`src/rtl/sync_down_timer.sv`:
```
// Loadable down-counter/timer with one-shot or auto-reload mode and a one-cycle terminal-count pulse.
// Optional sticky overrun flag for loads rejected while running: define SYNC_DOWN_OVERRUN_EN.
module sync_down_timer #(
    parameter int WIDTH = 4
) (
    input  logic             clk,
    input  logic             rst,
    input  logic             load_valid,
    input  logic [WIDTH-1:0] load_value,
    input  logic             auto_reload,
    input  logic             en,
    input  logic             abort,
    output logic             load_ready,
    output logic             busy,
    output logic [WIDTH-1:0] count,
    output logic             tc
`ifdef SYNC_DOWN_OVERRUN_EN
    ,
    output logic             overrun
`endif
);

    typedef enum logic {
        IDLE = 1'b0,
        RUN  = 1'b1
    } stateT;

    localparam logic [WIDTH-1:0] ONE = WIDTH'(1);

    stateT            r_state;
    logic [WIDTH-1:0] r_count;
    logic [WIDTH-1:0] r_reload;
    logic             r_mode;
    logic             r_tc;

    stateT            w_nextState;
    logic [WIDTH-1:0] w_nextCount;
    logic [WIDTH-1:0] w_nextReload;
    logic             w_nextMode;
    logic             w_nextTc;

    always_ff @(posedge clk or negedge rst) begin
        if (!rst) begin
            r_state  <= IDLE;
            r_count  <= '0;
            r_reload <= '0;
            r_mode   <= 1'b0;
            r_tc     <= 1'b0;
        end else begin
            r_state  <= w_nextState;
            r_count  <= w_nextCount;
            r_reload <= w_nextReload;
            r_mode   <= w_nextMode;
            r_tc     <= w_nextTc;
        end
    end

    // Abort outranks both enable and a same-cycle expiry, so it is tested first in RUN.
    always_comb begin
        w_nextState  = r_state;
        w_nextCount  = r_count;
        w_nextReload = r_reload;
        w_nextMode   = r_mode;
        w_nextTc     = 1'b0;
        case (r_state)
            IDLE: begin
                if (load_valid) begin
                    w_nextCount  = load_value;
                    w_nextReload = load_value;
                    w_nextMode   = auto_reload;
                    if (load_value != '0) begin
                        w_nextState = RUN;
                    end else begin
                        w_nextTc = 1'b1;
                    end
                end
            end
            RUN: begin
                if (abort) begin
                    w_nextCount = '0;
                    w_nextState = IDLE;
                end else if (en) begin
                    if (r_count > ONE) begin
                        w_nextCount = r_count - ONE;
                    end else begin
                        w_nextTc = 1'b1;
                        if (r_mode) begin
                            w_nextCount = r_reload;
                        end else begin
                            w_nextCount = '0;
                            w_nextState = IDLE;
                        end
                    end
                end
            end
            default: begin
                w_nextState = IDLE;
            end
        endcase
    end

    assign load_ready = (r_state == IDLE);
    assign busy       = (r_state == RUN);
    assign count      = r_count;
    assign tc         = r_tc;

`ifdef SYNC_DOWN_OVERRUN_EN
    logic r_overrun;
    logic w_nextOverrun;

    always_ff @(posedge clk or negedge rst) begin
        if (!rst) begin
            r_overrun <= 1'b0;
        end else begin
            r_overrun <= w_nextOverrun;
        end
    end

    // A rejected request in RUN sets the flag; abort or an accepted load clears it.
    always_comb begin
        w_nextOverrun = r_overrun;
        if (r_state == RUN) begin
            if (abort) begin
                w_nextOverrun = 1'b0;
            end else if (load_valid) begin
                w_nextOverrun = 1'b1;
            end
        end else if (load_valid) begin
            w_nextOverrun = 1'b0;
        end
    end

    assign overrun = r_overrun;
`endif

endmodule
```
`config.mk`:
```
export PLATFORM = sky130hd
export DESIGN_NAME = sync_down_timer
export DESIGN_NICKNAME = d
export VERILOG_FILES = /design/src/rtl/sync_down_timer.sv
export SDC_FILE = /design/constraint.sdc
export NUM_CORES = 1
export LEC_CHECK = 0
export CAP_MARGIN = 40
export CORE_MARGIN = 2
export CORE_UTILIZATION = 40
export CTS_CLUSTER_DIAMETER = 80
export DETAILED_ROUTE_END_ITERATION = 12
export PLACE_DENSITY = 0.68
export SLEW_MARGIN = 15
export SYNTH_ARGS = -nofsm -noshare
export SYNTH_HDL_FRONTEND = slang
export SYNTH_SLANG_ARGS = --single-unit
```
`constraint.sdc`:
```
create_clock -name clk -period 2.55 [get_ports clk]
set_input_delay 0.51 -clock clk [delete_from_list [all_inputs] [get_ports clk]]
set_output_delay 0.51 -clock clk [all_outputs]
set_load 0.01 [all_outputs]
```
==> reports/summary.txt, run 1 <==
Primary FF master, synth = dfrtp_1
DRT Pass-1 Iters = 4
Clk buf depth = 2
IO Count = 17
GPL Wtd Cong = 0.7658
Vias post-DR = 546
Worst path slowest cell = clkdlybuf4s50_1
Clock latency on the worst-skew pair = 0.28 ns
Die footprint = 1924 um2
Maximum vdd drop = 0.0004150 V
Max-slew headroom = 67.81%
Least-Margin Pin Slew = 0.4813 ns
Reg clk slew, reported paths = 0.07 ns
Crit path launch type = register
Synthesized area = 635.6 um2
Final core occ = 54.65%
P per Cell Area = 939.1 nW/um2
GRT overflow = 0
Worst Clk Skew = 0.0005560 ns
Final min period = 1.854 ns
Post-synth EDFFs = 0
Status = complete, no violations
CTS Buf Count = 3
Tcrit/Tclk final = 72.69%
CP Max Fanout = 5
Max cap viols = 0
Worst EP required = 2.04 ns
Post-Route WL = 1248 um
CTS H-tree depth = 1
CP arrival = 1.34 ns
Tot GR Track Use = 16.15%
Cts repair resizes = 0
Fillers = 133
Post-synthesis sequential area ratio = 43.31%
Met3 usage in global routing = 3.750%
Layout cells sized above 1 = 16.67%
Synth-to-Final Area Change = 29.53%
Setup crit end kind = output port
Nets = 97
Pin count of the biggest net entering global routing = 12
Critical path class = reg2out
Syn nets = 78
Post-DP HPWL = 972.5 um
CTS sink count = 11
Unrepaired setup endpoints after global routing = no
Clock Tree Root = clkbuf_4
Chip height = 43.86 um
Syn Area/Cell = 9.630 um2
FFs w/ async S/R, synth = 100.0%
Global-route wire length before repair = 2228 um
Max stage delay on crit path = 0.55 ns
Vias per cell = 5.460
Total power = 773.2 uW
Multi-input gate area = 326.6 um2
GRT busiest layer = met2
Crit-path cells = inv_1 -> clkdlybuf4s50_1
Biggest area consumer among synthesized cells = dfrtp_1
TritonCTS clock tree = built
Design area = 823.3 um2
HP Class = reg2reg
Number of inserted diodes = 0
DRT iter0 DRCs = 7
Setup bufs post-CTS = 0
Drt drc = 0
DP Area = 797.0 um2
Cell row count = 14
Synth Instances = 66
Yosys top cell area share = 43.31%
Hold Buf Count CTS = 0
Netlist cell types = 28
Initial antenna violation count = 0
Final max-slew violation count = 0
Core area = 1506 um2
Final setup viols = 0
Final hold vios = 0
Reg area = 275.3 um2
Ys Warns = 0
Number of global-route vias before repair = 512
Global Route met1 Usage = 21.09%
Die width = 43.86 um
Synth top area cells = dfrtp_1, mux2_2, ha_1, o21ai_0, nand2_1
DR WL/cell = 12.48 um
Final TNS setup = 0 ns
Met2 usage = 23.53%
Register bit total from synthesis = 11
Upper clock frequency limit = 539.5 MHz
Cell leakage power = 0.3466 nW
Initial Util = 42.19%
Post-DRT Antenna Nets = 0
Port bufs = 16
[path summary, 6_finish.rpt]
path                                         start                 endpoint  slack, ns  cells after the start
setup reg to reg              count[0]$_DFFE_PN0P_     count[1]$_DFFE_PN0P_       0.95                      6
max in group asynchronous                      rst  r_reload[1]$_DFFE_PN0P_       1.67                      1
min in group asynchronous                      rst  r_reload[0]$_DFFE_PN0P_       0.55                      1
setup / recovery                    busy$_DFF_PN0_               load_ready       0.70                      2
hold reg to reg            r_reload[3]$_DFFE_PN0P_  r_reload[3]$_DFFE_PN0P_       0.51                      1
hold / removal             r_reload[3]$_DFFE_PN0P_  r_reload[3]$_DFFE_PN0P_       0.51                      1
[layout by cell type, fill, tap and decap left out, drive strengths merged, types with 2 or more instances in the layout]
cell type	instances
dfrtp	11
clkbuf	4
a21oi	4
mux2	5
nor2	5
o21ai	9
inv	4
nand2	6
clkdlybuf4s50	16
nand3	4
ha	2
[cells by family (layout without fill, tap and decap cells)]
family	after synthesis	in the layout	synth area share, %
AND/OR/NAND/NOR	22	22	18.11
AO/OA/AOI/OAI	20	20	20.47
flip-flops	11	11	43.31
buffers and inverters	6	24	5.315
multiplexers	5	5	8.858
adder cells (fa/ha/maj)	2	2	3.936
[stage by stage]
stage	instances	setup slack, ns	hold WS [ns]
global placement	96	0.6915	0.4907
finish	100	0.6963	0.5100
CTS	100	0.7000	0.5115
detailed placement	96	0.6492	0.4950
floorplan	66	1.003	0.2144
global route	100	0.6453	0.5340
[layout make-up]
| class | count | share of cell area (%) |
|---|---|---|
| multi-input combinational | 49 | 39.67 |
| sequential | 11 | 33.43 |
| timing repair buffer | 16 | 19.45 |
| clock buffer | 4 | 3.191 |
| tap | 16 | 2.432 |
| inverter | 4 | 1.824 |
[registers in the layout (all words and copies together) (netlist names)]
| register | flops |
|---|---|
| count | 4 |
| r_reload | 4 |
| busy | 1 |
| r_mode | 1 |
| tc | 1 |
[cells in the mapped netlist (2+ instances only)]
| cell type | n |
|---|---|
| dfrtp_1 | 11 |
| nand2_1 | 6 |
| mux2_2 | 5 |
| o21ai_0 | 5 |
| a21oi_1 | 4 |
| inv_1 | 4 |
| nand3_1 | 4 |
| nor2_1 | 4 |
| ha_1 | 2 |
| o21ai_1 | 2 |
| o21ai_2 | 2 |
[routing by layer]
| metal | wire length, um | share of wire (%) | vias to the layer above |
|---|---|---|---|
| met2 | 560 | 45 | 23 |
| met5 | 0 | 0 | - |
| li1 | - | - | 270 |
| met1 | 583 | 47 | 246 |
| met3 | 66 | 5.3 | 7 |
| met4 | 38 | 3.0 | 0 |
[where the power goes]
part / leakage, nW / switching [mW] / internal [mW]
logic: 0.200 / 0.173 / 0.188
clock network: 0.0150 / 0.0636 / 0.0608
registers: 0.132 / 0.0588 / 0.229
[worst max-delay path, delay by kind of cell (launching register included)]
| kind | cells | cell delay, ns |
|---|---|---|
| buffers and inverters | 2 | 0.66 |
| flip-flops | 1 | 0.41 |
Power figures use the tool's default switching activity.
==> run 2: changes to the inputs <==
--- a/config.mk
+++ b/config.mk
@@ -10,7 +10,7 @@
 export CORE_UTILIZATION = 40
 export CTS_CLUSTER_DIAMETER = 80
 export DETAILED_ROUTE_END_ITERATION = 12
-export PLACE_DENSITY = 0.68
+export PLACE_DENSITY = 0.71
 export SLEW_MARGIN = 15
 export SYNTH_ARGS = -nofsm -noshare
 export SYNTH_HDL_FRONTEND = slang
==> constraint.sdc (replaced) <==
create_clock -name clk -period 1.6 [get_ports clk]
set_input_delay 0.32 -clock clk [delete_from_list [all_inputs] [get_ports clk]]
set_output_delay 0.32 -clock clk [all_outputs]
set_load 0.01 [all_outputs]
==> run 2 against run 1 <==
Net effect: clock-buffer cell count is the same; global-route usage barely moved; cell area up 6.8%; non-clock buffer count increased by 7; flip-flop and latch count is the same; critical path depth shrank 1; critical endpoint is now count[2]; highest routed layer is now met3.
==> reports/summary.txt, run 2 (synthesized netlist as in run 1, its figures left out) <==
Final max-slew violation count = 0 (unchanged)
Worst reg-to-reg setup slack = 0.14 ns (-0.81 ns)
CP top delay family = buffers and inverters
Post-DRT Antenna Nets = 0 (unchanged)
Clock Tree Root = clkbuf_4
Final setup viols = 0 (unchanged)
HP Class = in2async
Hold Buf Count CTS = 0 (unchanged)
Met2 usage = 25.88% (+2.4 points)
Chip height = 43.86 um (unchanged)
Core area = 1506 um2 (unchanged)
Initial Util = 42.19% (unchanged)
Die width = 43.86 um (unchanged)
Total power = 1.324 mW (+71%)
CTS sink count = 11 (unchanged)
Cell row count = 14 (unchanged)
Clock latency on the worst-skew pair = 0.27 ns (about the same)
Unrepaired setup endpoints after global routing = no
Final setup margin = 0.03664 ns (-0.6597 ns)
Clk buf depth = 2 (unchanged)
Drt drc = 0 (unchanged)
DRT Pass-1 Iters = 4 (unchanged)
GRT overflow = 0 (unchanged)
CTS Buf Count = 3 (unchanged)
Buf/Inv on CP = 1 (-1)
Clock power frac = 14.8% (-1.3 points)
DR WL/cell = 12.90 um (+3.3%)
Register share of total power = 33.8% (-3.5 points)
Max stage delay on crit path = 0.55 ns (about the same)
Switching portion of total power = 37.59% (-0.56 points)
Fillers = 155 (+17%)
Status = complete, no violations
Worst path slowest cell = clkdlybuf4s50_1
Path depth of the worst reg2reg path = 6 (unchanged)
Commonest non-fill, non-tap cell in the layout = clkdlybuf4s50_1
CP Max Fanout = 7 (+2)
Final hold vios = 0 (unchanged)
P per Cell Area = 1506 nW/um2 (+60%)
DRT iter0 DRCs = 22 (+15)
Setup crit end kind = output port
CTS H-tree depth = 1 (unchanged)
Global-route wire length before repair = 2366 um (+6.2%)
Tcrit/Tclk final = 97.71%
Design area = 879.6 um2 (+6.8%)
Vias post-DR = 558 (+2.2%)
Setup WS pre-CTS = 0.05281 ns (-0.5964 ns)
Max-slew headroom = 66.35% (-1.5 points)
Vias per cell = 5.215 (-4.5%)
Crit path launch type = register
Reg clk slew, reported paths = 0.08 ns (about the same)
Worst Clk Skew = 0.001574 ns (+0.001018 ns)
DP Area = 849.6 um2 (+6.6%)
Commonest non-fill, non-tap cells in the layout = clkdlybuf4s50_1, dfrtp_1, buf_4
Critical path class = reg2out
Number of global-route vias before repair = 581 (+13%)
GPL Wtd Cong = 0.7696 (+0.50%)
Sw power = 497.9 uW (+69%)
Upper clock frequency limit = 639.6 MHz
Met3 usage in global routing = 2.500% (-1.2 points)
Tot GR Track Use = 16.19% (+0.042 points)
IO Count = 17 (unchanged)
Multi-input gate area = 329.1 um2 (+0.77%)
Pin count of the biggest net entering global routing = 12 (unchanged)
Internal power = 826.4 uW (+73%)
Layout cells sized above 1 = 25.27% (+8.6 points)
Worst EP required = 1.28 ns (-0.76 ns)
TritonCTS clock tree = built
Synth-to-Final Area Change = 38.39%
Max cap viols = 0 (unchanged)
Crit-path cells = clkdlybuf4s50_1
Maximum vdd drop = 0.0007175 V (+73%)
Number of inserted diodes = 0 (unchanged)
Global Route met1 Usage = 22.31% (+1.2 points)
Reg2Reg Capture Point = count[3]$_DFFE_PN0P_
Die footprint = 1924 um2 (unchanged)
Cell leakage power = 0.3925 nW (+13%)
Initial antenna violation count = 0 (unchanged)
Reg area = 276.5 um2 (+0.45%)
GRT busiest layer = met2
CP arrival = 1.24 ns (-0.10 ns)
Post-Route WL = 1380 um (+11%)
Nets = 104 (+7.2%)
Final TNS setup = 0 ns (unchanged)
Final min period = 1.563 ns
Least-Margin Pin Slew = 0.5032 ns (+0.02193 ns)
Combinational group share of total power = 51.4% (+4.8 points)
R2r startpoint = count[0]$_DFFE_PN0P_
Port bufs = 16 (unchanged)
-- run 2: layout make-up --
type | count | area share (%)
tap | 16 | 2.276
multi-input combinational | 49 | 37.41
clock buffer | 4 | 2.987
sequential | 11 | 31.44
inverter | 4 | 1.707
timing repair buffer | 23 | 24.18
-- run 2: worst max path at each step --
stage                          from                 endpoint  slack (ns)  depth (start not counted)
3_3_place_gp             load_valid  r_reload[3]$_DFFE_PN0P_        0.09                          4
2_1_floorplan  count[0]$_DFFE_PN0P_     count[3]$_DFFE_PN0P_        0.05                          7
5_1_grt        count[2]$_DFFE_PN0P_                 count[2]       0.003                          1
3_5_place_dp                  abort     count[3]$_DFFE_PN0P_        0.05                          5
4_1_cts        count[1]$_DFFE_PN0P_                 count[1]       0.002                          2
6_report       count[2]$_DFFE_PN0P_                 count[2]        0.04                          1
-- run 2: power groups by stage --
stage	combinational (mW)	sequential, mW	clock (mW)
4_1_cts	0.667	0.446	0.198
3_5_place_dp	0.675	0.449	0
5_1_grt	0.751	0.461	0.205
2_1_floorplan	0.382	0.473	0
6_report	0.680	0.448	0.196
3_3_place_gp	0.666	0.444	0
-- run 2: through the flow --
stage | util [%] | std cells | hold slack [ns]
after floorplan | - | 66 | 0.02441
after CTS | 58.06 | 107 | 0.4068
final | 58.39 | 107 | 0.3822
after global routing | 58.39 | 107 | 0.4251
after global placement | 56.40 | 103 | 0.4871
after detailed placement | 56.40 | 103 | 0.4959
-- run 2: layer usage --
metal / vias up / share of wire, %
li1: 283 / -
met1: 259 / 48
met2: 16 / 46
met3: 0 / 5.4
met4: 0 / 0
met5: - / 0
-- run 2: worst reg2reg max path, stage by stage, from the launching register on --
cell and delay, ns:
dfrtp_1 0.37, inv_1 0.07, ha_1 0.21, or2_4 0.29, o21bai_1 0.16, a21boi_1 0.09
o21a_1 0.17
-- run 2: repair_timing --
action / CTS / global route
cloned: 0 / 0
buffers inserted: 0 / 0
gates resized for setup: 3 / 2
endpoints found under the setup margin: 3 / 2
